[src/rtl/vga_timing_pkg.sv]
// Shared constants and helpers for the VGA raster timing generator.
package vga_timing_pkg;

  // Sync polarity selectors
  localparam int ACTIVE_LOW  = 0;
  localparam int ACTIVE_HIGH = 1;

  // 640x480@60 defaults (25 MHz pixel rate)
  localparam int DEF_H_ACTIVE = 640;
  localparam int DEF_H_FP     = 16;
  localparam int DEF_H_SYNC   = 96;
  localparam int DEF_H_BP     = 48;
  localparam int DEF_V_ACTIVE = 480;
  localparam int DEF_V_FP     = 10;
  localparam int DEF_V_SYNC   = 2;
  localparam int DEF_V_BP     = 33;

  // Total period of one axis: active + front porch + sync + back porch
  function automatic int axis_total(input int active, input int fp, input int sync, input int bp);
    return active + fp + sync + bp;
  endfunction

  // Pixels per line including blanking
  function automatic int h_total(input int active, input int fp, input int sync, input int bp);
    return axis_total(active, fp, sync, bp);
  endfunction

  // Lines per frame including blanking
  function automatic int v_total(input int active, input int fp, input int sync, input int bp);
    return axis_total(active, fp, sync, bp);
  endfunction

endpackage

[src/rtl/vga_axis_cnt.sv]
// One raster axis: a wrapping position counter plus active/sync region decode.
// Region order along the axis is active, front porch, sync, back porch.
module vga_axis_cnt
  import vga_timing_pkg::*;
#(
  parameter int ACTIVE = DEF_H_ACTIVE,
  parameter int FP     = DEF_H_FP,
  parameter int SYNC   = DEF_H_SYNC,
  parameter int BP     = DEF_H_BP,
  parameter int CNT_W  = 10
) (
  input  logic             clk,
  input  logic             rst_n,
  input  logic             inc_i,
  output logic             wrap_o,
  output logic [CNT_W-1:0] cnt_o,
  output logic             in_active_o,
  output logic             in_sync_o
);

  localparam int TOTAL = axis_total(ACTIVE, FP, SYNC, BP);
  localparam logic [CNT_W-1:0] LAST     = CNT_W'(TOTAL - 1);
  localparam logic [CNT_W-1:0] ACT_END  = CNT_W'(ACTIVE);
  localparam logic [CNT_W-1:0] SYNC_BEG = CNT_W'(ACTIVE + FP);
  localparam logic [CNT_W-1:0] SYNC_END = CNT_W'(ACTIVE + FP + SYNC);

  logic [CNT_W-1:0] cnt_q, cnt_d;

  // Advance on inc, wrapping to zero after the last position
  always_comb begin
    wrap_o = inc_i && (cnt_q == LAST);
    cnt_d  = cnt_q;
    if (inc_i) begin
      cnt_d = wrap_o ? '0 : cnt_q + CNT_W'(1);
    end
  end

  // Position register
  always_ff @(posedge clk or negedge rst_n) begin
    if (!rst_n) begin
      cnt_q <= '0;
    end else begin
      cnt_q <= cnt_d;
    end
  end

  assign cnt_o       = cnt_q;
  assign in_active_o = (cnt_q < ACT_END);
  assign in_sync_o   = (cnt_q >= SYNC_BEG) && (cnt_q < SYNC_END);

endmodule

[src/rtl/vga_timing_gen.sv]
// VGA raster timing generator. Counters advance on the pixel strobe; the
// outputs register the decode of the pre-increment position, so they describe
// the pixel for the strobe period following each strobe edge.
module vga_timing_gen
  import vga_timing_pkg::*;
#(
  parameter int H_ACTIVE = DEF_H_ACTIVE,
  parameter int H_FP     = DEF_H_FP,
  parameter int H_SYNC   = DEF_H_SYNC,
  parameter int H_BP     = DEF_H_BP,
  parameter int V_ACTIVE = DEF_V_ACTIVE,
  parameter int V_FP     = DEF_V_FP,
  parameter int V_SYNC   = DEF_V_SYNC,
  parameter int V_BP     = DEF_V_BP,
  parameter int SYNC_POL = ACTIVE_LOW,
  parameter int CNT_W    = 10
) (
  input  logic             clk,
  input  logic             rst_n,
  input  logic             pix_en,
  output logic             hsync,
  output logic             vsync,
  output logic             de,
  output logic [CNT_W-1:0] x,
  output logic [CNT_W-1:0] y,
  output logic             line_start,
  output logic             frame_start
);

  localparam logic SYNC_ON = (SYNC_POL != 0);

  logic             h_wrap, v_wrap_unused;
  logic [CNT_W-1:0] h_cnt, v_cnt;
  logic             h_act, h_sync, v_act, v_sync;

  vga_axis_cnt #(
    .ACTIVE(H_ACTIVE), .FP(H_FP), .SYNC(H_SYNC), .BP(H_BP), .CNT_W(CNT_W)
  ) u_h_cnt (
    .clk        (clk),
    .rst_n      (rst_n),
    .inc_i      (pix_en),
    .wrap_o     (h_wrap),
    .cnt_o      (h_cnt),
    .in_active_o(h_act),
    .in_sync_o  (h_sync)
  );

  // The vertical axis steps once per completed line
  vga_axis_cnt #(
    .ACTIVE(V_ACTIVE), .FP(V_FP), .SYNC(V_SYNC), .BP(V_BP), .CNT_W(CNT_W)
  ) u_v_cnt (
    .clk        (clk),
    .rst_n      (rst_n),
    .inc_i      (h_wrap),
    .wrap_o     (v_wrap_unused),
    .cnt_o      (v_cnt),
    .in_active_o(v_act),
    .in_sync_o  (v_sync)
  );

  logic             hsync_q, hsync_d;
  logic             vsync_q, vsync_d;
  logic             de_q, de_d;
  logic [CNT_W-1:0] x_q, x_d;
  logic [CNT_W-1:0] y_q, y_d;
  logic             line_start_q, line_start_d;
  logic             frame_start_q, frame_start_d;

  // Level outputs hold between strobes; markers pulse only on a strobe
  always_comb begin
    hsync_d       = hsync_q;
    vsync_d       = vsync_q;
    de_d          = de_q;
    x_d           = x_q;
    y_d           = y_q;
    line_start_d  = 1'b0;
    frame_start_d = 1'b0;
    if (pix_en) begin
      hsync_d       = h_sync ? SYNC_ON : ~SYNC_ON;
      vsync_d       = v_sync ? SYNC_ON : ~SYNC_ON;
      de_d          = h_act && v_act;
      x_d           = (h_act && v_act) ? h_cnt : '0;
      y_d           = (h_act && v_act) ? v_cnt : '0;
      line_start_d  = (h_cnt == '0);
      frame_start_d = (h_cnt == '0) && (v_cnt == '0);
    end
  end

  // Output registers, sync deasserted in reset
  always_ff @(posedge clk or negedge rst_n) begin
    if (!rst_n) begin
      hsync_q       <= ~SYNC_ON;
      vsync_q       <= ~SYNC_ON;
      de_q          <= 1'b0;
      x_q           <= '0;
      y_q           <= '0;
      line_start_q  <= 1'b0;
      frame_start_q <= 1'b0;
    end else begin
      hsync_q       <= hsync_d;
      vsync_q       <= vsync_d;
      de_q          <= de_d;
      x_q           <= x_d;
      y_q           <= y_d;
      line_start_q  <= line_start_d;
      frame_start_q <= frame_start_d;
    end
  end

  assign hsync       = hsync_q;
  assign vsync       = vsync_q;
  assign de          = de_q;
  assign x           = x_q;
  assign y           = y_q;
  assign line_start  = line_start_q;
  assign frame_start = frame_start_q;

endmodule

[config.mk]
export PLATFORM = sky130hd
export DESIGN_NAME = vga_timing_gen
export DESIGN_NICKNAME = d
export VERILOG_FILES = /design/src/rtl/vga_timing_pkg.sv /design/src/rtl/vga_axis_cnt.sv /design/src/rtl/vga_timing_gen.sv
export SDC_FILE = /design/constraint.sdc
export NUM_CORES = 1
export LEC_CHECK = 0
export ABC_AREA = 1
export BUFFER_PORTS_ARGS = -buffer_cell sky130_fd_sc_hd__buf_2
export CAP_MARGIN = 20
export CORE_ASPECT_RATIO = 0.75
export CORE_MARGIN = 2
export CORE_UTILIZATION = 44
export CTS_BUF_LIST = sky130_fd_sc_hd__clkbuf_16
export DETAILED_ROUTE_END_ITERATION = 16
export SYNTH_ARGS = -nofsm -noshare
export SYNTH_HDL_FRONTEND = slang
export SYNTH_SLANG_ARGS = --single-unit
[constraint.sdc]
create_clock -name clk -period 4 [get_ports clk]
set_input_delay 0.6 -clock clk [delete_from_list [all_inputs] [get_ports clk]]
set_output_delay 0.6 -clock clk [all_outputs]
set_load 0.02 [all_outputs]
==> results of run 1 <==
-- power by group --
| group | switching, W | internal [W] | leakage (nW) |
|---|---|---|---|
| Sequential | 0.0000939 | 0.000568 | 0.557 |
| Combinational | 0.000296 | 0.000132 | 0.641 |
| Clock | 0.000162 | 0.000226 | 0.0687 |
| Total | 0.000551 | 0.000927 | 1.27 |
-- path summary, 6_finish.rpt --
path | slack [ns] | to | from | cells after the start
worst min-delay path | 0.16 | x[2] | rst_n | 1
worst min register to register | 0.49 | y[5] | y[5] | 2
worst max-delay path | 2.43 | hsync | hsync | 1
max in group asynchronous | 3.32 | hsync | rst_n | 2
min in group clk | 0.49 | y[5] | y[5] | 2
worst max register to register | 2.44 | u_v_cnt.cnt_o[3] | u_v_cnt.cnt_o[0] | 7
-- per-layer routing --
metal / share of wire / up-vias / wire (µm) / track usage
li1: - / 865 / - / -
met1: 0.52 / 814 / 2369 / 0.2790
met2: 0.41 / 45 / 1867 / 0.2783
met3: 0.056 / 5 / 257 / 0.04331
met4: 0.012 / 0 / 54 / 0.06548
met5: 0 / - / 0 / 0
-- per-stage QoR --
stage                     worst slack (ns)  instance area [µm²]  instances
after detailed placement             2.289                 2342        331
after CTS                            2.420                 2480        339
after floorplan                      2.613                 2187        252
final                                2.428                 2500        340
after global routing                 2.255                 2500        340
after global placement               2.321                 2342        331
-- kinds of logic (layout without fill, tap and decap cells) --
logic type / count (synthesis) / count (layout)
AND/OR/NAND/NOR: 124 / 124
flip-flops: 45 / 45
buffers and inverters: 40 / 68
AO/OA/AOI/OAI: 32 / 32
XOR/XNOR: 7 / 7
adder cells (fa/ha/maj): 4 / 4
-- cell type report --
type	count	area, µm²	area share
clock buffers	5	125.1	0.05005
clock inverters	3	12.51	0.005005
inverters	32	120.1	0.04805
multi-input cells	167	883.3	0.3534
flip-flops and latches	45	1129	0.4515
well taps	60	75.07	0.03003
repair buffers	28	155.1	0.06206
-- flip-flops by register name (all words and copies together), names as in the netlist --
register,cells
de,1
frame_start,1
hsync,1
line_start,1
u_h_cnt.cnt_o,10
u_v_cnt.cnt_o,10
vsync,1
x,10
y,10
-- worst reg2reg max path: stages, from the launching register on --
cell      delay [ns]
dfrtp_1         0.44
inv_1           0.14
ha_1            0.15
inv_1           0.04
nor2_1          0.11
nand4_1         0.29
nand3b_1        0.18
o21ai_0         0.09
-- synthesized netlist by cell type (4+ instances only) --
library cell / count
inv_1: 28
ha_1: 4
nor3_1: 7
nor2_1: 14
xor2_1: 6
nor2_4: 4
nand4_1: 6
o21ai_0: 24
nand3_1: 17
dfrtp_1: 43
nand2_1: 61
==> key figures, run 1 <==
Run status
  – Status: finished, final reports clean

Timing
  – Fin crit period: 1.572 ns
  – Slew of the pin with the lowest slew margin: 0.4437 ns
  – Fmax: 0.6360 GHz
  – Clk_skew: 0.005281 ns
  – Final TNS setup: 0 ns
  – WHS: 0.1636 ns
  – Final Hold Fails: 0
  – Slew Viols, Final: 0
  – RSZ-0062 raised after global routing: false
  – Final setup violating endpoints: 0
  – Relative slew margins: 0.7038
  – Final period utilization: 0.3931

Logic synthesis
  – Number of flops mapped to enable cells by yosys: 0
  – Simple-gate share of the synthesized area: 0.2763
  – Post-Synth XOR/XNOR Area: 0.02803
  – Proportion of synthesized chip area in sequential cells: 0.5160
  – Asr flop ratio synth: 1.000
  – Net Count, Synth: 259
  – Compound-gate portion of the synthesized area: 0.07666
  – Main synth FF type: dfrtp_1
  – Synth warnings: 0
  – Synth top area cells: dfrtp_1, nand2_1, o21ai_0, inv_1, nand3_1
  – Mux share of post-synthesis cell area: 0
  – Main combinational cell family by area after synthesis: simple AND/OR/NAND/NOR gates
  – Seq cells post-synth: 45
  – Post-synth top area share: 0.4920
  – Largest area contributor in the netlist: dfrtp_1
  – Syn Inst Count: 252
  – Mapped Avg Cell Area: 8.679 µm²
  – Netlist cell types: 32
  – Post-Syn Area: 2187 µm²
  – Adder-cell share of the synthesized area: 0.02288

Clock network
  – Hold buffers post-CTS: 0
  – Clk root buf: clkbuf_16
  – CTS max path bufs: 2
  – Max H-tree Level: 2
  – Clock-pin slew on the worst setup and hold paths: 0.06 ns
  – Clock latency on the worst-skew pair: 0.28 ns
  – Post-CTS sizing: 0
  – Clock buffer count from CTS: 5
  – Clock tree sinks: 45
  – CTS tree: done
  – Setup bufs post-CTS: 0

Routing
  – Drt total wl: 4.549 mm
  – DRC violations left: 0
  – DRT iter0 DRCs: 103
  – Vias after detailed routing: 1,729
  – Routed vias/inst: 5.085
  – Drt first pass iters: 4
  – Antenna Violating Nets Remaining: 0
  – Routed WL per cell: 13.38 µm

Layout
  – Commonest non-fill, non-tap cell in the layout: nand2_1
  – Share of post-route cells with drive strength above 1: 0.1893
  – N_diodes: 0
  – Most frequent cells in the layout: nand2_1, dfrtp_1, inv_1
  – Area grow syn2layout: 14.30%
  – Number of fill cells: 460
  – Layout Utilization: 0.5160
  – NumNets Final: 286

Worst setup path
  – Crit path max-delay cell type: dfstp_2
  – Crit end category: output pin
  – Worst Path Required: 3.40 ns
  – Delay-heaviest family, CP: flip-flops
  – CP startpoint kind: register
  – Slowest Stage Delay on Critical Path: 0.53 ns
  – Critical path class: reg2out
  – WP buf/inv: 1
  – Crit path max fanout: 2
  – CP arrival: 0.97 ns
  – Crit path cell chain: buf_2

Global route
  – GRT Util Overall: 0.1908
  – Antenna violations before repair: 0
  – Pin count of the biggest net entering global routing: 46
  – Global-route wire length before repair: 8.162 mm
  – Number of global-route vias before repair: 1,734
  – GR Overflow Total: 0

Job
  – Max-cap viol count: 0

Die
  – Die Y: 65.06 µm
  – # rows: 22
  – I/O pin total: 28
  – Core area: 4845 µm²
  – Horiz. Die Dim: 85.41 µm
  – Initial core utilization: 0.4514
  – Die area: 5556 µm²

Pwr
  – Total power: 0.001478 W
  – Max IR drop VDD: 0.4027 mV
  – Pwr dens: 591.3 nW/µm²
  – Pleak: 1.267 nW

Min path
  – Worst Hold Class: in2async

Place
  – GPL Wtd Cong: 0.8124
  – Number of port buffers: 27
  – Dpl hpwl: 3.250 mm
Power figures use the tool's default switching activity.
==> inputs of run 2 (changes only) <==
--- a/config.mk
+++ b/config.mk
@@ -5,7 +5,7 @@
 export SDC_FILE = /design/constraint.sdc
 export NUM_CORES = 1
 export LEC_CHECK = 0
-export ABC_AREA = 1
+export ABC_AREA = 0
 export BUFFER_PORTS_ARGS = -buffer_cell sky130_fd_sc_hd__buf_2
 export CAP_MARGIN = 20
 export CORE_ASPECT_RATIO = 0.75
@@ -13,6 +13,7 @@
 export CORE_UTILIZATION = 44
 export CTS_BUF_LIST = sky130_fd_sc_hd__clkbuf_16
 export DETAILED_ROUTE_END_ITERATION = 16
+export PLACE_DENSITY = 0.66
 export SYNTH_ARGS = -nofsm -noshare
 export SYNTH_HDL_FRONTEND = slang
 export SYNTH_SLANG_ARGS = --single-unit
==> constraint.sdc (replaced) <==
create_clock -name clk -period 1.3 [get_ports clk]
set_input_delay 0.195 -clock clk [delete_from_list [all_inputs] [get_ports clk]]
set_output_delay 0.195 -clock clk [all_outputs]
set_load 0.02 [all_outputs]
==> run 2 against run 1 <==
Net effect:
- the run now ends with setup timing left
- clock power increased to 3.1 times the previous value
- clock skew increased by 0.0028 ns
- wire length up 11%
- clock-buffer cell count unchanged
- design area up 17%
- critical path depth is 5 higher
- register-to-register slack got worse by 2.7 ns
- synthesized area is 6.9% lower
==> key figures, run 2 <==
Die
  – Die area: 5192 µm² (-6.6%)
  – Initial core utilization: 0.4557 (+0.004296)
  – Die Y: 62.91 µm (-3.3%)
  – Core area: 4467 µm² (-7.8%)
  – Horiz. Die Dim: 82.54 µm (-3.4%)
  – I/O pin total: 28 (unchanged)
  – # rows: 21 (-4.5%)

Worst setup path
  – CP startpoint kind: register
  – Crit end category: register
  – Delay-heaviest family, CP: simple AND/OR/NAND/NOR gates
  – WP buf/inv: 1 (unchanged)
  – R2r startpoint: u_v_cnt.cnt_o[0]
  – Critical Path Start: u_v_cnt.cnt_o[0]
  – Crit path cell chain: inv_2 > ha_4 > nor4b_4 > and3_4 > nor2_2 > mux2_4
  – Slowest Stage Delay on Critical Path: 0.40 ns (-0.13 ns)
  – Crit path max-delay cell type: dfrtp_1
  – Worst Path Required: 1.47 ns (-1.93 ns)
  – CP arrival: 1.74 ns (+0.77 ns)
  – Critical path class: reg2reg
  – Crit path max fanout: 3 (+1)

Timing
  – Clk_skew: 0.008083 ns (+0.002803 ns)
  – Final worst setup slack: -0.2724 ns (-2.700 ns)
  – Final period utilization: 1.210
  – Slew of the pin with the lowest slew margin: 0.2834 ns (-0.1603 ns)
  – Fmax: 0.6360 GHz
  – Final TNS setup: -3.110 ns (-3.110 ns)
  – Slew Viols, Final: 0 (unchanged)
  – Final Hold Fails: 0 (unchanged)
  – Final setup violating endpoints: 21 (+21)
  – Relative slew margins: 0.8103 (+0.1065)
  – Fin crit period: 1.572 ns
  – RSZ-0062 raised after global routing: true

Run status
  – Status: finished with violations
  – Failing checks: setup timing

Layout
  – Most frequent cells in the layout: dfrtp_1, buf_4, buf_2
  – Share of post-route cells with drive strength above 1: 0.4939 (+0.3046)
  – Commonest non-fill, non-tap cell in the layout: dfrtp_1
  – Area grow syn2layout: 43.88%
  – N_diodes: 0 (unchanged)
  – Number of fill cells: 311 (-32%)
  – NumNets Final: 253 (-12%)
  – Layout Utilization: 0.6557 (+0.1397)

Global route
  – Pin count of the biggest net entering global routing: 46 (unchanged)
  – Antenna violations before repair: 0 (unchanged)
  – Number of global-route vias before repair: 1,670 (-3.7%)
  – GRT Util Overall: 0.2054 (+0.01463)
  – GR Overflow Total: 0 (unchanged)
  – Global-route wire length before repair: 8.100 mm (-0.76%)

Clock network
  – Clock tree sinks: 45 (unchanged)
  – Max H-tree Level: 2 (unchanged)
  – Clock buffer count from CTS: 5 (unchanged)
  – CTS max path bufs: 2 (unchanged)
  – Clock latency on the worst-skew pair: 0.29 ns (about the same)
  – CTS tree: done
  – Clk root buf: clkbuf_16
  – Clock-pin slew on the worst setup and hold paths: 0.07 ns (about the same)

Logic synthesis
  – Top-count cell post-synth: dfrtp_1
  – Main synth FF type: dfrtp_1
  – Syn Inst Count: 170 (-33%)
  – Most instantiated cells after synthesis: dfrtp_1, a22o_1, nor2_1
  – Net Count, Synth: 177 (-32%)
  – Number of flops mapped to enable cells by yosys: 0 (unchanged)
  – Synth top area cells: dfrtp_1, a22o_1, xnor2_1, dfstp_2, and3_1
  – Proportion of synthesized chip area in sequential cells: 0.5544 (+0.03838)
  – Mapped Avg Cell Area: 11.97 µm² (+38%)
  – Post-Syn Area: 2036 µm² (-6.9%)
  – Netlist cell types: 45 (+41%)
  – Post-synth top area share: 0.5286 (+0.03659)
  – Asr flop ratio synth: 1.000 (unchanged)
  – Largest area contributor in the netlist: dfrtp_1
  – Seq cells post-synth: 45 (unchanged)
  – Synth warnings: 0 (unchanged)

Routing
  – Routed WL per cell: 16.56 µm (+24%)
  – DRC violations left: 0 (unchanged)
  – Antenna Violating Nets Remaining: 0 (unchanged)
  – Vias after detailed routing: 1,643 (-5.0%)
  – DRT iter0 DRCs: 100 (-2.9%)
  – Routed vias/inst: 5.405 (+6.3%)
  – Drt first pass iters: 4 (unchanged)
  – Drt total wl: 5.034 mm (+11%)

Job
  – Max-cap viol count: 0 (unchanged)

Pwr
  – Max IR drop VDD: 0.7766 mV (+93%)
  – Pwr dens: 1301 nW/µm² (+120%)
  – Pleak: 1.467 nW (+16%)

Min path
  – Worst Hold Class: in2reg
  – Hold Crit Start: pix_en

Place
  – Number of port buffers: 27 (unchanged)
  – Dpl hpwl: 3.362 mm (+3.4%)
  – GPL Wtd Cong: 0.8529 (+5.0%)
run 2: cell types whose count changed after synthesis, moves of 7 or more:
cell / change
nand2_1: -56
a22o_1: +18
and3_1: +8
nand3_1: -11
xnor2_1: +7
inv_1: -22
o21ai_0: -20
run 2: path summary, 6_finish.rpt:
| check | endpoint | slack (ns) | depth (start not counted) |
|---|---|---|---|
| max in group asynchronous | hsync | 0.59 | 3 |
| min reg2reg | de | 0.48 | 1 |
| max | u_v_cnt.cnt_o[4] | -0.27 | 6 |
| min in group asynchronous | y[4] | 0.40 | 3 |
| max reg2reg | u_v_cnt.cnt_o[4] | -0.27 | 6 |
| min | vsync | 0.35 | 3 |
run 2: worst min-delay path, stage by stage:
cell and delay [ns]:
buf_2 0.12, buf_4 0.21, a31oi_1 0.10
run 2: kinds of logic after synthesis:
| family | Yosys count | share of synthesized area |
|---|---|---|
| AND/OR/NAND/NOR | 58 | 0.1862 |
| flip-flops | 45 | 0.5544 |
| AO/OA/AOI/OAI | 35 | 0.1420 |
| buffers and inverters | 15 | 0.03380 |
| XOR/XNOR | 10 | 0.04303 |
| adder cells (fa/ha/maj) | 4 | 0.02459 |
| multiplexers | 3 | 0.01598 |
run 2: power by group:
part / internal [W] / switching (W)
Clock: 0.000698 / 0.000511
Combinational: 0.000438 / 0.000500
Sequential: 0.00155 / 0.000115
Total: 0.00268 / 0.00113
run 2: layer usage:
metal / global-route usage / up-vias / share of wire
met5: 0 / - / 0
met2: 0.3105 / 39 / 0.47
met4: 0.07787 / 0 / 0.015
met1: 0.2898 / 823 / 0.47
li1: - / 774 / -
met3: 0.04046 / 7 / 0.042
run 2: through the flow:
step	power [W]	cells	instance area (µm²)	setup WS [ns]	hold WS, ns
2_1_floorplan	0.002112	170	2076	-0.3345	-0.1006
3_3_place_gp	0.002438	287	2551	-0.3059	0.1872
3_5_place_dp	0.002461	287	2551	-0.3737	0.1921
4_1_cts	0.003740	298	2821	-0.2430	0.3267
5_1_grt	0.003997	304	2929	-0.3171	0.3771
6_report	0.003810	304	2929	-0.2724	0.3527
run 2: layout make-up:
class	count	area, µm²	area share
Multi-Input combinational cell	110	997.2	0.3405
Sequential cell	45	1130	0.3857
Timing Repair Buffer	78	563.0	0.1922
Inverter	6	27.53	0.009398
Tap cell	57	71.32	0.02435
Clock inverter	3	15.01	0.005126
Clock buffer	5	125.1	0.04272
run 2: timing repair:
action                                 in CTS  in global routing
buffers inserted                            2                  6
endpoints found under the hold margin      43                  0
pin swaps                                  19                  6
setup endpoints to repair                  37                 39
resized for setup                          22                 20
hold buffers                                1                  0
gates cloned                                0                  1
==> inputs of run 3 (changes only) <==
--- a/config.mk
+++ b/config.mk
@@ -13,7 +13,7 @@
 export CORE_UTILIZATION = 44
 export CTS_BUF_LIST = sky130_fd_sc_hd__clkbuf_16
 export DETAILED_ROUTE_END_ITERATION = 16
-export PLACE_DENSITY = 0.66
+export SLEW_MARGIN = 20
 export SYNTH_ARGS = -nofsm -noshare
 export SYNTH_HDL_FRONTEND = slang
 export SYNTH_SLANG_ARGS = --single-unit
==> constraint.sdc (replaced) <==
create_clock -name clk -period 1.9 [get_ports clk]
set_input_delay 0.285 -clock clk [delete_from_list [all_inputs] [get_ports clk]]
set_output_delay 0.285 -clock clk [all_outputs]
set_load 0.02 [all_outputs]
==> run 3 against run 2 <==
Net effect:
- the flow now finishes without violations
- cell count down 13%
- global-route usage down 2.4 points
- sequential share of layout area up 7.4 points
- via count down 9.4%
- clock skew down 0.0041 ns
- core utilization down 11 points
- sequential power down 31%
- largest power group unchanged
==> key figures, run 3 (synthesis gave the netlist of run 2 again) <==
Run status
  – Status: finished, final reports clean

Worst setup path
  – Slowest Stage Delay on Critical Path: 0.40 ns (about the same)
  – Crit path max-delay cell type: nor4_4
  – R2R setup slack: 0.13 ns (+0.40 ns)
  – R2r startpoint: u_h_cnt.cnt_o[0]
  – Crit end category: register
  – Crit path cell chain: ha_1 > nand4_4 > nor4_4 > nand2_1 > mux2_1
  – Crit path max fanout: 7 (+4)
  – CP arrival: 1.93 ns (+0.19 ns)
  – Worst Path Required: 2.06 ns (+0.59 ns)
  – Reg-to-Reg End: u_v_cnt.cnt_o[4]
  – Reg2reg path depth: 5 (-1)
  – Critical path class: reg2reg
  – CP startpoint kind: register

Routing
  – DRT iter0 DRCs: 75 (-25%)
  – Vias after detailed routing: 1,488 (-9.4%)
  – Drt first pass iters: 4 (unchanged)
  – DRC violations left: 0 (unchanged)
  – Routed WL per cell: 16.39 µm (-1.0%)
  – Antenna Violating Nets Remaining: 0 (unchanged)
  – Drt total wl: 4.326 mm (-14%)
  – Routed vias/inst: 5.636 (+4.3%)

Global route
  – Antenna violations before repair: 0 (unchanged)
  – Global-route wire length before repair: 7.038 mm (-13%)
  – Pin count of the biggest net entering global routing: 46 (unchanged)
  – GRT Util Overall: 0.1809 (-0.02448)
  – M2 GR Usage: 0.2540 (-0.05645)
  – Gr busiest metal: met1
  – Met1 usage in global routing: 0.2670 (-0.02280)
  – Number of global-route vias before repair: 1,426 (-15%)
  – GR Overflow Total: 0 (unchanged)
  – Global Route met3 Usage: 0.04769 (+0.007225)

Timing
  – Final TNS setup: 0 ns (+3.110 ns)
  – WHS: 0.07509 ns (-0.2776 ns)
  – RSZ-0062 raised after global routing: false
  – Clk_skew: 0.003950 ns (-0.004134 ns)
  – Final period utilization: 0.9325 (-0.2770)
  – Fmax: 0.5644 GHz (-11%)
  – Fin crit period: 1.772 ns (+0.1994 ns)
  – Relative slew margins: 0.6321 (-0.1782)
  – Final setup violating endpoints: 0 (-100%)
  – Final Hold Fails: 0 (unchanged)
  – Slew of the pin with the lowest slew margin: 0.5519 ns (+0.2685 ns)
  – Slew Viols, Final: 0 (unchanged)

Clock network
  – Setup bufs post-CTS: 0 (-2)
  – CTS tree: done
  – Clock-pin slew on the worst setup and hold paths: 0.06 ns (about the same)
  – Post-CTS sizing: 0 (-100%)
  – Clk root buf: clkbuf_16
  – Hold buffers post-CTS: 0 (-1)
  – Clock latency on the worst-skew pair: 0.29 ns (about the same)
  – CTS max path bufs: 2 (unchanged)
  – Clock tree sinks: 45 (unchanged)
  – Max H-tree Level: 2 (unchanged)
  – Clock buffer count from CTS: 5 (unchanged)

Die
  – Initial core utilization: 0.4557 (unchanged)
  – Die area: 5192 µm² (unchanged)
  – I/O pin total: 28 (unchanged)
  – Die Y: 62.91 µm (unchanged)
  – # rows: 21 (unchanged)
  – Horiz. Die Dim: 82.54 µm (unchanged)
  – Core area: 4467 µm² (unchanged)

Job
  – Max-cap viol count: 0 (unchanged)

Layout
  – Share of post-route cells with drive strength above 1: 0.2850 (-0.2089)
  – Final Cell Area: 2452 µm² (-16%)
  – Most frequent cells in the layout: dfrtp_1, buf_2, a22o_1
  – Number of fill cells: 398 (+28%)
  – N_diodes: 0 (unchanged)
  – Commonest non-fill, non-tap cell in the layout: dfrtp_1
  – Area grow syn2layout: 20.47%
  – NumNets Final: 213 (-16%)
  – Layout Utilization: 0.5490 (-0.1067)

Place
  – Number of port buffers: 27 (unchanged)
  – GPL Wtd Cong: 0.8410 (-1.4%)
  – Dpl hpwl: 3.038 mm (-9.6%)
  – Placed Area: 2278 µm² (-11%)

Pwr
  – Total power: 0.002562 W (-33%)
  – Pwr dens: 1045 nW/µm² (-20%)
  – Pleak: 1.242 nW (-15%)
  – Max IR drop VDD: 0.5938 mV (-24%)

Min path
  – Worst Hold Class: in2async
run 3: metrics by stage:
stage / instances / setup slack [ns]
floorplan: 170 / 0.2364
global placement: 256 / 0.1587
detailed placement: 256 / 0.08332
CTS: 264 / 0.06931
global route: 264 / 0.002031
finish: 264 / 0.1282
run 3: power by group:
group	internal (W)	switching [W]	leakage, nW
Combinational	0.000180	0.000248	0.566
Sequential	0.00106	0.0000962	0.591
Clock	0.000618	0.000361	0.0852
run 3: cell type report:
cell class	instances	area, µm²	area share
Clock inverter	3	42.54	0.01735
Clock buffer	5	125.1	0.05102
Inverter	6	22.52	0.009184
Sequential cell	45	1129	0.4602
Tap cell	57	71.32	0.02908
Multi-Input combinational cell	110	844.6	0.3444
Timing Repair Buffer	38	217.7	0.08878
run 3: routing by layer:
layer  share of wire  routed length [µm]  vias to the layer above
li1                -                   -                      699
met1            0.50                2168                      742
met2            0.43                1855                       42
met3           0.059                 256                        5
met4           0.010                  45                        0
met5               0                   0                        -
run 3: critical path, delay by kind of cell, from the launching register on:
kind	cells	cell delay, ns
fa+ha+maj	1	0.24
flops	1	0.39
simple gates	3	0.70
mux	1	0.33
run 3: worst max path at each step:
stage                          start  slack (ns)          endpoint  cells past startpoint
finish              u_h_cnt.cnt_o[0]        0.13  u_v_cnt.cnt_o[4]                      5
global route        u_h_cnt.cnt_o[0]       0.002  u_v_cnt.cnt_o[4]                      5
CTS                 u_h_cnt.cnt_o[0]        0.07  u_v_cnt.cnt_o[9]                      5
detailed placement  u_h_cnt.cnt_o[0]        0.08  u_v_cnt.cnt_o[9]                      5
global placement    u_h_cnt.cnt_o[1]        0.16  u_v_cnt.cnt_o[9]                      5
floorplan           u_h_cnt.cnt_o[0]        0.24  u_v_cnt.cnt_o[9]                      6
